File: src/rtl/instruction_loader_pkg.sv
// rtl/instruction_loader_pkg.sv - shared FSM encodings and word-packing constants for the instruction loader
package instruction_loader_pkg;

  typedef enum logic [1:0] {
    ST_IDLE   = 2'd0,
    ST_RECV   = 2'd1,
    ST_FINISH = 2'd2
  } state_t;

  localparam int          DEFAULT_SIZE      = 32;
  localparam logic [31:0] DEFAULT_HALT_WORD = 32'hFFFF_FFFF;
  localparam int          BYTES_PER_WORD    = DEFAULT_SIZE / 8;

endpackage

File: src/rtl/instruction_loader_word_assembler.sv
// rtl/instruction_loader_word_assembler.sv - packs bytes MSB-first into words, flags the completing byte
module word_assembler
  import instruction_loader_pkg::*;
#(
  parameter int SIZE  = DEFAULT_SIZE,
  parameter int BYTES = BYTES_PER_WORD
) (
  input  logic            i_clk,
  input  logic            i_rst,
  input  logic            i_clear,
  input  logic            i_valid,
  input  logic [7:0]      i_data,
  output logic [SIZE-1:0] o_word,
  output logic            o_word_valid
);

  localparam int CW = (BYTES > 1) ? $clog2(BYTES) : 1;
  localparam logic [CW-1:0] LAST_BYTE = CW'(BYTES - 1);

  logic [SIZE-1:0] word;
  logic [CW-1:0]   byte_cnt;

  // Word and valid are presented in the cycle the last byte arrives so the
  // parent can register the write one cycle later.
  assign o_word       = {word[SIZE-9:0], i_data};
  assign o_word_valid = i_valid && (byte_cnt == LAST_BYTE);

  always_ff @(posedge i_clk) begin
    if (i_rst || i_clear) begin
      word     <= '0;
      byte_cnt <= '0;
    end else if (i_valid) begin
      word     <= o_word;
      byte_cnt <= (byte_cnt == LAST_BYTE) ? '0 : byte_cnt + 1'b1;
    end
  end

endmodule

File: src/rtl/instruction_loader.sv
// rtl/instruction_loader.sv - loads a UART byte stream into instruction memory, word by word from address 0
module instruction_loader
  import instruction_loader_pkg::*;
#(
  parameter int              SIZE            = DEFAULT_SIZE,
  parameter int              MAX_INSTRUCTION = 64,
  parameter logic [SIZE-1:0] HALT_WORD       = DEFAULT_HALT_WORD,
  parameter int              TIMEOUT_CYCLES  = 100000,
  localparam int             ADDR_WIDTH      = $clog2(MAX_INSTRUCTION)
) (
  input  logic                  i_clk,
  input  logic                  i_rst,
  input  logic                  i_start,
  input  logic [7:0]            i_rx_data,
  input  logic                  i_rx_valid,
  output logic                  o_inst_write_enable,
  output logic [ADDR_WIDTH-1:0] o_write_addr,
  output logic [SIZE-1:0]       o_write_data,
  output logic                  o_busy,
  output logic                  o_done,
  output logic                  o_overflow,
  output logic                  o_timeout,
  output logic [ADDR_WIDTH:0]   o_word_count
);

  localparam int TW = $clog2(TIMEOUT_CYCLES + 1);
  localparam logic [ADDR_WIDTH:0] MAX_COUNT    = (ADDR_WIDTH + 1)'(MAX_INSTRUCTION);
  localparam logic [TW-1:0]       TIMEOUT_LAST = TW'(TIMEOUT_CYCLES - 1);

  state_t          state;
  logic [TW-1:0]   idle_cnt;
  logic [SIZE-1:0] asm_word;
  logic            asm_valid;
  logic            asm_in_valid;
  logic            asm_clear;
  logic            timeout_hit;

  assign timeout_hit  = (state == ST_RECV) && !i_rx_valid && (idle_cnt == TIMEOUT_LAST);
  // Holding the assembler clear outside RECV gives every session a fresh partial word.
  assign asm_clear    = (state != ST_RECV) || timeout_hit;
  assign asm_in_valid = i_rx_valid && (state == ST_RECV);
  assign o_busy       = (state != ST_IDLE);

  word_assembler #(
    .SIZE (SIZE),
    .BYTES(SIZE / 8)
  ) u_word_assembler (
    .i_clk       (i_clk),
    .i_rst       (i_rst),
    .i_clear     (asm_clear),
    .i_valid     (asm_in_valid),
    .i_data      (i_rx_data),
    .o_word      (asm_word),
    .o_word_valid(asm_valid)
  );

  always_ff @(posedge i_clk) begin
    if (i_rst) begin
      state               <= ST_IDLE;
      idle_cnt            <= '0;
      o_inst_write_enable <= 1'b0;
      o_write_addr        <= '0;
      o_write_data        <= '0;
      o_done              <= 1'b0;
      o_overflow          <= 1'b0;
      o_timeout           <= 1'b0;
      o_word_count        <= '0;
    end else begin
      o_inst_write_enable <= 1'b0;
      o_done              <= 1'b0;
      case (state)
        ST_IDLE: begin
          if (i_start) begin
            state        <= ST_RECV;
            idle_cnt     <= '0;
            o_word_count <= '0;
            o_overflow   <= 1'b0;
            o_timeout    <= 1'b0;
          end
        end
        ST_RECV: begin
          idle_cnt <= i_rx_valid ? '0 : idle_cnt + 1'b1;
          if (timeout_hit) begin
            o_timeout <= 1'b1;
            state     <= ST_FINISH;
          end else if (asm_valid) begin
            // A full memory is reported, never wrapped back onto word 0.
            if (o_word_count == MAX_COUNT) begin
              o_overflow <= 1'b1;
              state      <= ST_FINISH;
            end else begin
              o_inst_write_enable <= 1'b1;
              o_write_addr        <= o_word_count[ADDR_WIDTH-1:0];
              o_write_data        <= asm_word;
              o_word_count        <= o_word_count + 1'b1;
              if (asm_word == HALT_WORD) state <= ST_FINISH;
            end
          end
        end
        ST_FINISH: begin
          o_done <= 1'b1;
          state  <= ST_IDLE;
        end
        default: state <= ST_IDLE;
      endcase
    end
  end

endmodule

File: config.mk
export PLATFORM = sky130hd
export DESIGN_NAME = instruction_loader
export DESIGN_NICKNAME = d
export VERILOG_FILES = /design/src/rtl/instruction_loader_pkg.sv /design/src/rtl/instruction_loader_word_assembler.sv /design/src/rtl/instruction_loader.sv
export SDC_FILE = /design/constraint.sdc
export NUM_CORES = 1
export LEC_CHECK = 0
export CORE_ASPECT_RATIO = 0.75
export CORE_UTILIZATION = 44
export CTS_CLUSTER_SIZE = 16
export DETAILED_ROUTE_END_ITERATION = 8
export MAX_ROUTING_LAYER = met4
export PLACE_DENSITY_LB_ADDON = 0.25
export RECOVER_POWER = 50
export SLEW_MARGIN = 0
export SYNTH_ARGS = -nofsm -noshare
export SYNTH_HDL_FRONTEND = slang
export SYNTH_SLANG_ARGS = --single-unit
export TNS_END_PERCENT = 100
File: constraint.sdc
create_clock -name i_clk -period 1.9 [get_ports i_clk]
set_clock_uncertainty 0.1 [all_clocks]
set_input_delay 0.38 -clock i_clk [delete_from_list [all_inputs] [get_ports i_clk]]
set_output_delay 0.38 -clock i_clk [all_outputs]
set_load 0.01 [all_outputs]
---- Yosys cells after proc, flatten, opt, wreduce, memory -nomap -nowiden ----
Cells that the tools add are included.
word-level totals
  bits in registers ....................... 94
  bits of input ports ..................... 12
  output and inout bits ................... 50
  word-level logic and storage cells ...... 74
cells by class
  add/sub/neg operators ................... 3
  equality and inequality tests ........... 15
  multiplexer cells ....................... 24
  bitwise logic cells ..................... 4
  reduce and logical (&&, ||, !) cells .... 17
operator list
  cell                                                    number
  two-way mux 17 bit                                      2
  one-hot mux 17 bit (2 select lines)                     1
  == test 32 bit (second input constant)                  1
  two-way mux 7 bit                                       4
  adder 17 x 1 -> 17 bit (second input constant)          1
  == test 17 bit (second input constant)                  1
  one-hot mux 7 bit (2 select lines)                      1
  two-way mux 2 bit                                       6
  inequality test 2 bit (second input constant)           5
  AND reduction 5 bit                                     2
  adder 7 x 1 -> 7 bit (second input constant)            1
  == test 7 bit (second input constant)                   1
  two-way mux 1 bit                                       7
  AND reduction 3 bit                                     2
  == test 2 bit (second input constant)                   2
  logical AND 1 bit                                       4
  inequality test 2 x 1 -> 1 bit (second input constant)  2
  inequality test 4 x 2 -> 1 bit (second input constant)  1
  NOT 1 bit                                               4
  one-hot mux 1 bit (2 select lines)                      2
  one-hot mux 2 bit (2 select lines)                      1
  AND reduction 4 bit                                     1
  nonzero test 2 bit                                      2
  OR reduction 4 bit                                      1
  7 further kinds                                         8

---- Depth between registers and ports, before layout ----
  word-level depth ........................ 6
  mapped depth ............................ 8
  depth with buffers taken out ............ 6

---- Cells and area by module ----
A second synthesis with hierarchy kept.
unflattened totals
  cell total of the unflattened synthesis .. 494
  area total of the unflattened synthesis .. 4199.0 um^2
by module, submodules not included
  module              times used  cells each  area each (um^2)  sequential area each (um^2)
  instruction_loader  1           398         3188.1            1361.3
  word_assembler      1           96          1011.0            520.5

---- Worst setup path after synthesis ----
OpenSTA, ideal clock, no wires.
  path type ............................... reg-to-reg
  from .................................... register idle_cnt[0]
  to ...................................... register u_word_assembler.byte_cnt[0]
  library setup time ...................... 0.128 ns
  arrival ................................. 1.774 ns
  data required time ...................... 1.672 ns
  slack ................................... -0.102 ns
  stages on the path, launching flop included .. 7
  path buffers ............................ 1
  period minus slack after synthesis ...... 2.002 ns
  path through ............................ dfxtp_1 > ha_1 > nor4bb_1 > nand4_1 > o21ai_1 > clkbuf_1 > nor2_1
between the ends
  longest elaborated chain between the ends .. 4
ends and longest elaborated chain
  what                    line                                     text
  start, declared         instruction_loader.sv:31                 logic [TW-1:0] idle_cnt;
  start signal, assigned  instruction_loader.sv:82                 idle_cnt <= i_rx_valid ? '0 : idle_cnt + 1'b1;
  == test 17 bit          instruction_loader.sv:38                 assign timeout_hit = (state == ST_RECV) && !i_rx_valid && (idle_cnt == TIMEOUT_LAST);
  logical AND 1 bit       instruction_loader.sv:38
  logical OR 1 bit        instruction_loader.sv:40                 assign asm_clear = (state != ST_RECV) || timeout_hit;
  logical OR 1 bit        instruction_loader_word_assembler.sv:29  if (i_rst || i_clear) begin
  end signal, assigned    instruction_loader_word_assembler.sv:34  byte_cnt <= (byte_cnt == LAST_BYTE) ? '0 : byte_cnt + 1'b1;
  end, declared           instruction_loader_word_assembler.sv:21  logic [CW-1:0] byte_cnt;
No other way between the ends.
A chain may end at the register's enable or synchronous reset.

---- Worst setup path in the final report ----
  from .................................... register idle_cnt[6]
  to ...................................... register u_word_assembler.word[5]
between the ends
  longest elaborated chain between the ends .. 4
ends and longest elaborated chain
  what                  line                                     text
  == test 17 bit        instruction_loader.sv:38
  logical AND 1 bit     instruction_loader.sv:38
  logical OR 1 bit      instruction_loader.sv:40
  logical OR 1 bit      instruction_loader_word_assembler.sv:29
  end signal, assigned  instruction_loader_word_assembler.sv:33  word <= o_word;
  end, declared         instruction_loader_word_assembler.sv:20  logic [SIZE-1:0] word;
No other way between the ends.

==> metrics.md <==
| Metric | Value |
|---|---|
| Largest net degree at the start of global routing | `38` |
| Psw | `roughly 920 uW` |
| Vias in the first global route | `about 3300` |
| Startpoint types | `flop` |
| I/O Pins | `just over 60` |
| Final Hold Vio Count | `0` |
| Static leakage | `~1.8 nW` |
| Final hold slack | `a little under 300 ps` |
| CTS buffer count | `9` |
| Worst ir drop on vdd | `0.000494 V` |
| Max Freq | `535 MHz` |
| Routed WL | `~10 mm` |
| Row cnt | `28` |
| Avg Cell Area, Syn | `approximately 8.1 um^2` |
| WS Path Type | `reg -> reg` |
| Combinational share of power | `0.067` |
| Final worst-path cycle share | `0.984` |
| Die ar. | `~8800 um^2` |
| GP Congestion | `between 0.8 and 0.9` |
| Reg clk slew, reported paths | `around 60 ps` |
| Final Max Slew Viols | `0` |
| Post-DRT Antenna Nets | `0` |
| Via density per instance | `5.40` |
| Final Instance Area | `~5200 um^2` |
| Clock Latency Late Sink | `around 340 ps` |
| Cells after Synth | `~460` |
| Min Clock Period, post-route | `1870 ps` |
| Sequential cell area fraction in the yosys report | `0.506` |
| Starting Density | `0.462` |
| Area Growth Syn to Fin | `40.5%` |
| Post-Syn Nets | `473` |
| N_diodes | `0` |
| Switching Share | `0.235` |
| Die Span Y | `between 80 and 90 um` |
| GRT Util Overall | `0.238` |
| Clock power share | `0.423` |
| Drt drc | `0` |
| Max-Cap Viols | `0` |
| DRT iter0 DRCs | `272` |
| First-pass DRT Iterations | `5` |
| Power Density | `between 700 and 800 nW/um^2` |
| CTS tree | `yes` |
| Final Core Density | `0.649` |
| Mapped cell area | `approximately 3700 um^2` |
| Class of the worst hold path | `in -> reg` |
| Placed Cells | `643` |
| Arrival time worst endpoint | `approximately 2000 ps` |
| PortBufs | `about 60` |
| H-Tree Depth | `3` |
| Drt wl/cell | `around 15 um` |
| Routed vias | `3592` |
| Top-area cell type share of the netlist area | `0.506` |
| Synth Flop Type | `dfxtp_1` |
| Clock sink count | `94` |
| CP required | `2030 ps` |
| Core ar. | `just over 8000 um^2` |
| Post-synth EDFFs | `0` |
| Status | `finished, final reports clean` |
| Share of layout cells above drive strength 1 | `0.154` |
| Flop pwr share | `0.509` |
| Syn. warnings | `0` |
| Initial antenna violation count | `0` |
| Total gr overflow | `0` |
| Hold-fix buffers, CTS | `0` |
| Ys async rst share | `0` |
| Crit. End Element | `flop` |
| Final std cells w/o fill | `around 670` |
| DP HPWL | `between 6 and 7 mm` |
| Global-route wire length before repair | `15.8 mm` |
| Worst-Margin Slew | `387 ps` |
| Yosys reg bits | `94` |
| Slew margin rel. | `0.740` |
| Count of final setup violators | `0` |
| Area leader, netlist | `dfxtp_1` |
| Post-synth cell types | `44` |
| Crit-path max FO | `7` |
| Synth top area cells | `dfxtp_1 (51%), nand2_1 (13%), a21oi_1 (10%)` |
| FILL cells | `slightly below 700` |
| Final #Nets | `between 500 and 600` |
| Clk buf depth | `2` |
| Internal power | `between 2 and 3 mW` |
| CTS root buf | `clkbuf_16` |
| Die Wd | `108 um` |
| Placed cell areas | `between 4000 and 5000 um^2` |
## worst max-delay path: stages (launching register included)
cell and delay, ps:
dfxtp_1 310, buf_4 140, nor4b_1 370, nand4_1 160, buf_4 190, o21ai_4 160
buf_12 140, clkbuf_16 150, a21oi_1 40
## area by class of cell
class / count / area (um^2) / area share
Clock buffer: 9 / 225 / 0.0431
Clock inverter: 6 / 46.3 / 0.00885
Inverter: 7 / 26.3 / 0.00503
Multi-Input combinational cell: 330 / 1780 / 0.340
Sequential cell: 94 / 1880 / 0.360
Tap cell: 105 / 131 / 0.0251
Timing Repair Buffer: 114 / 1140 / 0.218
## Yosys cell counts (2+ instances only)
| cell type | number |
|---|---|
| o31ai_1 | 4 |
| inv_1 | 7 |
| nor2_1 | 20 |
| o21ai_1 | 2 |
| a22oi_1 | 4 |
| o21ai_0 | 4 |
| nand2b_1 | 7 |
| or3_1 | 4 |
| xor2_1 | 4 |
| nand3_2 | 2 |
| nand4_1 | 13 |
| nand3b_1 | 3 |
| dfxtp_1 | 94 |
| a21oi_1 | 75 |
| and4b_1 | 2 |
| nor4_1 | 4 |
| ha_1 | 4 |
| buf_2 | 7 |
| xnor2_1 | 4 |
| a41oi_1 | 2 |
| a311oi_1 | 5 |
| a211oi_1 | 2 |
| o21bai_1 | 2 |
| and3_1 | 2 |
| clkbuf_1 | 18 |
| nand3_1 | 6 |
| or4_1 | 7 |
| nor3_1 | 3 |
| nand2_1 | 131 |
## per-stage QoR
| step | power, mW | setup WS (ps) | setup TNS, ps |
|---|---|---|---|
| after CTS | 3.88 | 4.46 | 0 |
| final | 3.90 | 31.2 | 0 |
| after floorplan | 2.13 | 4.24 | 0 |
| after global placement | 2.25 | -359 | -2350 |
| after global routing | 4.02 | -19.4 | -300 |
| after detailed placement | 2.25 | -431 | -3080 |
## path summary, 6_finish.rpt
| path | from | endpoint | slack [ps] | cells after the start |
|---|---|---|---|---|
| setup / recovery | idle_cnt[6] | u_word_assembler.word[5] | 30 | 8 |
| hold / removal | i_rst | state[0] | 290 | 3 |
| setup reg to reg | idle_cnt[6] | u_word_assembler.word[5] | 30 | 8 |
| hold reg to reg | o_write_data[23] | o_write_data[23] | 350 | 2 |
## placed cells by master (no fill, tap or decap), drive strengths merged, types with 2 or more instances in the layout
| cell | instances |
|---|---|
| a22oi | 4 |
| nand2 | 131 |
| a21oi | 75 |
| xnor2 | 4 |
| buf | 51 |
| nor4 | 4 |
| o21bai | 2 |
| clkinv | 2 |
| clkbuf | 12 |
| nand4 | 13 |
| clkdlybuf4s50 | 58 |
| and3 | 3 |
| inv | 9 |
| nand3b | 3 |
| nor3 | 3 |
| a311oi | 5 |
| o21ai | 6 |
| or3 | 4 |
| clkinvlp | 2 |
| or4 | 7 |
| nand3 | 8 |
| dfxtp | 94 |
| nor2 | 20 |
| a211oi | 2 |
| a41oi | 2 |
| xor2 | 4 |
| ha | 4 |
| nand2b | 7 |
| and4b | 3 |
| o31ai | 4 |
## power by group through the flow
stage          Combinational (mW)  Sequential, mW  Clock [mW]
6_report                    0.262            1.99        1.65
2_1_floorplan               0.104            2.03           0
5_1_grt                     0.282            1.99        1.76
3_5_place_dp                0.222            2.03           0
3_3_place_gp                0.219            2.03           0
4_1_cts                     0.222            1.98        1.67
## kinds of logic (layout without fill, tap and decap cells)
kind of cell    after synthesis  after routing  synth area share
fa+ha+maj                     4              4            0.0135
flops                        94             94             0.506
buf+inv                      33            136            0.0356
mux                           1              1           0.00269
xor+xnor                      8              8            0.0188
compound gates              106            106             0.162
simple gates                211            211             0.261
## per-layer routing
metal  routed length (um)  track usage  vias to the layer above  share of wire
met1                 4840        0.325                     1661           0.48
met2                 4420        0.354                      134           0.44
met4                   83       0.0521                        0         0.0083
met5                    0            -                        -              0
met3                  641       0.0611                        8          0.064
li1                     -            -                     1789              -
## repair_timing
| item | CTS | global route |
|---|---|---|
| endpoints found under the hold margin | 0 | 0 |
| setup buffers | 0 | 4 |
| resized for setup | 4 | 8 |
| pin swaps | 2 | 5 |
| endpoints found under the setup margin | 6 | 34 |
| cloned | 0 | 3 |
## sequential cells by signal (all words and copies together) (netlist names)
register	cells
u_word_assembler.byte_cnt	2
o_write_addr	6
o_done	1
o_write_data	32
idle_cnt	17
o_overflow	1
o_inst_write_enable	1
o_timeout	1
state	2
o_word_count	7
u_word_assembler.word	24
No activity file was read; power rests on OpenSTA's default activity.
